`src/rtl/load_use_hazard_unit.sv`:
```
// Load-use hazard detector: tracks in-flight loads from ID/EX onward and stalls
// an ID instruction that reads a register whose load data is not yet forwardable.
module load_use_hazard_unit #(
  parameter int LOAD_LATENCY = 1,
  parameter int COUNT_WIDTH  = 32
) (
  input  logic                   CLK,
  input  logic                   RESETn,
  input  logic                   ID_VALID,
  input  logic [4:0]             ID_RS1_ADDR,
  input  logic                   ID_RS1_USE,
  input  logic [4:0]             ID_RS2_ADDR,
  input  logic                   ID_RS2_USE,
  input  logic [4:0]             ID_RD_ADDR,
  input  logic                   ID_MEM_READ,
  input  logic                   BJ_SIG,
  input  logic                   MEM_STALL,
  output logic                   LU_HAZ_SIG,
  output logic                   EX_LOAD_PENDING,
  output logic [COUNT_WIDTH-1:0] STALL_COUNT
);

  logic [LOAD_LATENCY-1:0]      valid_q, valid_d;
  logic [LOAD_LATENCY-1:0][4:0] rd_q, rd_d;
  logic [COUNT_WIDTH-1:0]       count_q, count_d;
  logic [LOAD_LATENCY-1:0]      match;

  genvar gi;
  generate
    for (gi = 0; gi < LOAD_LATENCY; gi++) begin : g_match
      assign match[gi] = valid_q[gi] &&
                         ((ID_RS1_USE && (ID_RS1_ADDR == rd_q[gi])) ||
                          (ID_RS2_USE && (ID_RS2_ADDR == rd_q[gi])));
    end
  endgenerate

  // A branch/jump flushes the ID instruction, so a match then is irrelevant.
  assign LU_HAZ_SIG      = ID_VALID && !BJ_SIG && (|match);
  assign EX_LOAD_PENDING = valid_q[0];
  assign STALL_COUNT     = count_q;

  always_comb begin
    valid_d = valid_q;
    rd_d    = rd_q;
    count_d = count_q;
    if (!MEM_STALL) begin
      for (int k = 1; k < LOAD_LATENCY; k++) begin
        valid_d[k] = valid_q[k-1];
        rd_d[k]    = rd_q[k-1];
      end
      // ID/EX gets a bubble on a flush or a stall; loads to x0 are never tracked.
      if (BJ_SIG || LU_HAZ_SIG) begin
        valid_d[0] = 1'b0;
        rd_d[0]    = ID_RD_ADDR;
      end else begin
        valid_d[0] = ID_VALID && ID_MEM_READ && (ID_RD_ADDR != 5'd0);
        rd_d[0]    = ID_RD_ADDR;
      end
      if (LU_HAZ_SIG && (count_q != {COUNT_WIDTH{1'b1}})) begin
        count_d = count_q + {{(COUNT_WIDTH-1){1'b0}}, 1'b1};
      end
    end
  end

  always_ff @(posedge CLK or negedge RESETn) begin
    if (!RESETn) begin
      valid_q <= '0;
      rd_q    <= '0;
      count_q <= '0;
    end else begin
      valid_q <= valid_d;
      rd_q    <= rd_d;
      count_q <= count_d;
    end
  end

endmodule
```
`config.mk`:
```
export PLATFORM = sky130hd
export DESIGN_NAME = load_use_hazard_unit
export DESIGN_NICKNAME = d
export VERILOG_FILES = /design/src/rtl/load_use_hazard_unit.sv
export SDC_FILE = /design/constraint.sdc
export NUM_CORES = 1
export LEC_CHECK = 0
export ABC_AREA = 1
export CAP_MARGIN = 15
export CORE_MARGIN = 5
export CORE_UTILIZATION = 40
export DETAILED_ROUTE_END_ITERATION = 16
export GPL_TIMING_DRIVEN = 0
export PLACE_DENSITY = 0.65
export SYNTH_ARGS = -nofsm -noshare
export SYNTH_HDL_FRONTEND = slang
export SYNTH_SLANG_ARGS = --single-unit
```
`constraint.sdc`:
```
create_clock -name CLK -period 3.77 [get_ports CLK]
set_clock_uncertainty 0.05 [all_clocks]
set_input_delay 0.754 -clock CLK [delete_from_list [all_inputs] [get_ports CLK]]
set_output_delay 0.754 -clock CLK [all_outputs]
set_load 0.03 [all_outputs]
```
==> reports/results.txt <==
The flow ran to the end, and the final reports show no timing, DRC or antenna violations. The setup slack at placement was 0.395 ns. Once the clock tree was built, the setup fixing pass inserted 0 buffers. Dividing the detail-routed via count by the number of cells gives 4.73. From left edge to right edge, the die measures 92.6 um. The floorplan step defined a core boundary enclosing 6720 um2. Tracing the worst setup path back leads to its startpoint at ID_RS2_ADDR[2]. The worst-case IR drop observed on VDD is 0.000134 V. After detailed routing, the total wire length is 6980 um. The detail route stage leaves a number of antenna-violating nets equal to 0. In this run the worst path has a maximum fanout of 5. For the weighted congestion reported at the end of routability-driven placement, the log shows 0.939.

The logs give 0.29 ns for the clock latency of the later-clocked register in the worst-skew pair and 0 for the number of antenna diodes. The number of synthesized register bits works out to 38. The worst setup path is launched from a primary input. For this run, the leading register cell type out of synthesis is sky130_fd_sc_hd__dfrtp_1.

The share of final-layout standard cells stronger than drive strength 1 came out at 0.0955. The finished layout holds 551 standard cells, fillers aside. Setup repair after global routing left no endpoint under its margin. Total clock buffers created by CTS: 5. After synthesis, the most frequently instantiated cells are 195 x sky130_fd_sc_hd__nand2_1, 52 x sky130_fd_sc_hd__nor2_1, 38 x sky130_fd_sc_hd__dfrtp_1.

Summed over all nets, the half-perimeter wirelength after detailed placement is 5490 um. Path type of the worst min-delay path: primary input to async pin. The clock net in this run drives a total of 38 sinks. The CTS clock-pin slew for the worst setup and hold paths was 0.08 ns; the effective utilization at floorplan was 0.407.

In this run the power density over the cells is 228 nW/um2. TritonCTS built the clock tree. The async set-reset flop share out of synthesis is 1.00, and the average footprint of a synthesized cell is 6.69 um2. The share of the cycle needed by the critical path after routing was 0.889.

The instance area at placement came out at 3380 um2. The slowest stage of the critical path belongs to the cell sky130_fd_sc_hd__clkdlybuf4s50_1. The endpoint required time on the critical path is 2.97 ns. The logs give 682 for the number of filler cells placed in the layout and 2730 um2 for the netlist area before placement. The tools report the number of antenna violations at the first check in global routing as 0. The tools report the synthesized net count as 432.

Yosys instantiated no cell more often than sky130_fd_sc_hd__nand2_1. Entering global routing, the biggest net connects 39 pins. Walking the worst path, the cells encountered are clkdlybuf4s50_1 > nand2_1 > inv_1 > nor2_1 > nor2_1 > nand3_1 > nand2_2 > nand2_1 > inv_1 > clkdlybuf4s50_1. The final standard cell utilization of the core came out at 0.517.

Endpoint kind of the worst setup timing path: an output port. The run gives 494 as the net count reported at finish. The first-pass iteration count of the detailed router was 4.

The via count of the first global-routing pass was 2,405. The max-slew violation count is 0, and the number of enable flip-flop cells after synthesis is 0. CTS placed an instance of sky130_fd_sc_hd__clkbuf_8 at the clock tree root.

Synthesis produced 408 cells. The synthesized design spends more area on one cell type than any other, namely sky130_fd_sc_hd__dfrtp_1. The sequential cell area is 951 um2, and the overall overflow remaining after global route is 0.

The count of endpoints failing setup in the final report came out at 0. Data arrives at the worst endpoint at 2.55 ns. The detailed router placed 2,604 vias in this run.

The global router's overall resource usage was 0.172. Port buffering added 55 buffers. The detailed router finished its first iteration with 118 violations. The logs give 1570 um2 for the multi-input logic area and 0.348 for the sequential cell area fraction in the yosys report. From synthesis to final layout, the design area changed by 27.1%. The routed design uses 3110 um of met2 wire. The logs give 11,800 um for the global-route wire length before repair and 0 for the number of max-cap violations. Summing all non-filler instances in the final layout gives an area of 3470 um2. In the routed design, unresolved DRC markers number 0. The run gives 30 as the standard-cell row count. By area the synthesized netlist is led by sky130_fd_sc_hd__dfrtp_1 35%, sky130_fd_sc_hd__nand2_1 27%, sky130_fd_sc_hd__nor2_1 7.1%.

The critical path start-end classification was primary input to output port. The tools report the distinct cell type count of the synthesized netlist as 26. The die is 92.6 um tall. Wire segments on met3 add up to 288 um in the final route. The number of H-tree branching levels was 2; the highest achievable clock rate was 299 MHz. In this run, post-CTS repair resized a total of 0 instances. The die covers 8580 um2. The highest cell delay on the worst timing path was 0.67 ns; the maximum count of clock buffers along a single path was 2. Subtracting the final worst setup slack from the clock period gives 3.35 ns. The number of placed instances, taps included, is 543. Highest layer used for signal routing: met4.

The run gives 0 as the number of failing hold endpoints at the final stage. The overall power consumption is 0.792 mW. For this design the static power due to leakage is 1.74 nW. The final-layout worst hold slack is 0.508 ns, and the number of top-level pins is 57. The tightest slew margin relative to the limit was 0.418.

In this run the critical register-to-register path is launched from STALL_COUNT[0]$_DFFE_PN0P_. After clock tree synthesis, the flow added hold-fix buffers numbering 0. The logs give 0.420 ns for the setup slack of the critical path after layout and 0 ns for the total negative slack for setup checks. The area share of the leading cell type in the synthesized netlist is 0.348, and the wire length per cell after detailed routing is 12.7 um. The transition time of the tightest slew-check pin was 0.873 ns. The detailed router put a total of 3460 um of wire on met1. For this run, the number of Yosys warnings is 0.
## where the power goes
part | switching, mW | total, mW | leakage (nW) | internal [mW]
clock | 0.151 | 0.298 | 0.0472 | 0.147
sequential | 0.00729 | 0.421 | 0.521 | 0.413
combinational | 0.0384 | 0.0726 | 1.17 | 0.0342
## critical path: cells and delay by family
kind / cells / cell delay [ns]
buffers and inverters: 4 / 1.28
AND/OR/NAND/NOR: 6 / 0.51
## state kept, by name (all words and copies together), names as in the netlist
| register | count |
|---|---|
| rd_q | 5 |
| EX_LOAD_PENDING | 1 |
| STALL_COUNT | 32 |
## cells by family (layout without fill, tap and decap cells)
kind of cell | Yosys count | count (layout) | share of synthesized area
DFF | 38 | 38 | 0.348
adders and majority gates | 1 | 1 | 0.00458
buffers and inverters | 42 | 105 | 0.0774
and+or+nand+nor | 304 | 304 | 0.503
AOI/OAI and AO/OA | 5 | 5 | 0.00962
xor gates and xnor gates | 18 | 18 | 0.0577
## final timing paths
path | to | slack, ns | depth (start not counted)
setup / recovery | LU_HAZ_SIG | 0.42 | 10
hold reg to reg | STALL_COUNT[31]$_DFFE_PN0P_ | 0.51 | 2
hold / removal | STALL_COUNT[12]$_DFFE_PN0P_ | 0.51 | 1
max in group asynchronous | EX_LOAD_PENDING$_DFFE_PN0N_ | 2.60 | 1
min in group CLK | STALL_COUNT[31]$_DFFE_PN0P_ | 0.51 | 2
setup reg to reg | STALL_COUNT[20]$_DFFE_PN0P_ | 1.80 | 11
## area by class of cell
type	count	area share
inverters	34	0.0368
well taps	80	0.0288
flip-flops and latches	38	0.274
repair buffers	55	0.157
multi-input cells	328	0.452
plain buffers	8	0.0241
clock buffers	6	0.0238
clock inverters	2	0.00360
## layout by cell type, fill, tap and decap left out, drive strengths merged, types with 2 or more instances in the layout
cell	instances
buf	9
nand3b	9
dfrtp	38
nand3	9
xnor2	4
inv	33
nor2	56
nor3	10
clkinv	2
xor2	14
o21ai	4
nand4	9
clkbuf	6
nand2	211
clkdlybuf4s50	54
## metal layers
layer,up-vias,GRT usage
met4,0,0.0513
met1,1165,0.246
met2,55,0.264
li1,1375,-
met5,-,0
met3,9,0.0325
No activity file was read; power rests on OpenSTA's default activity.
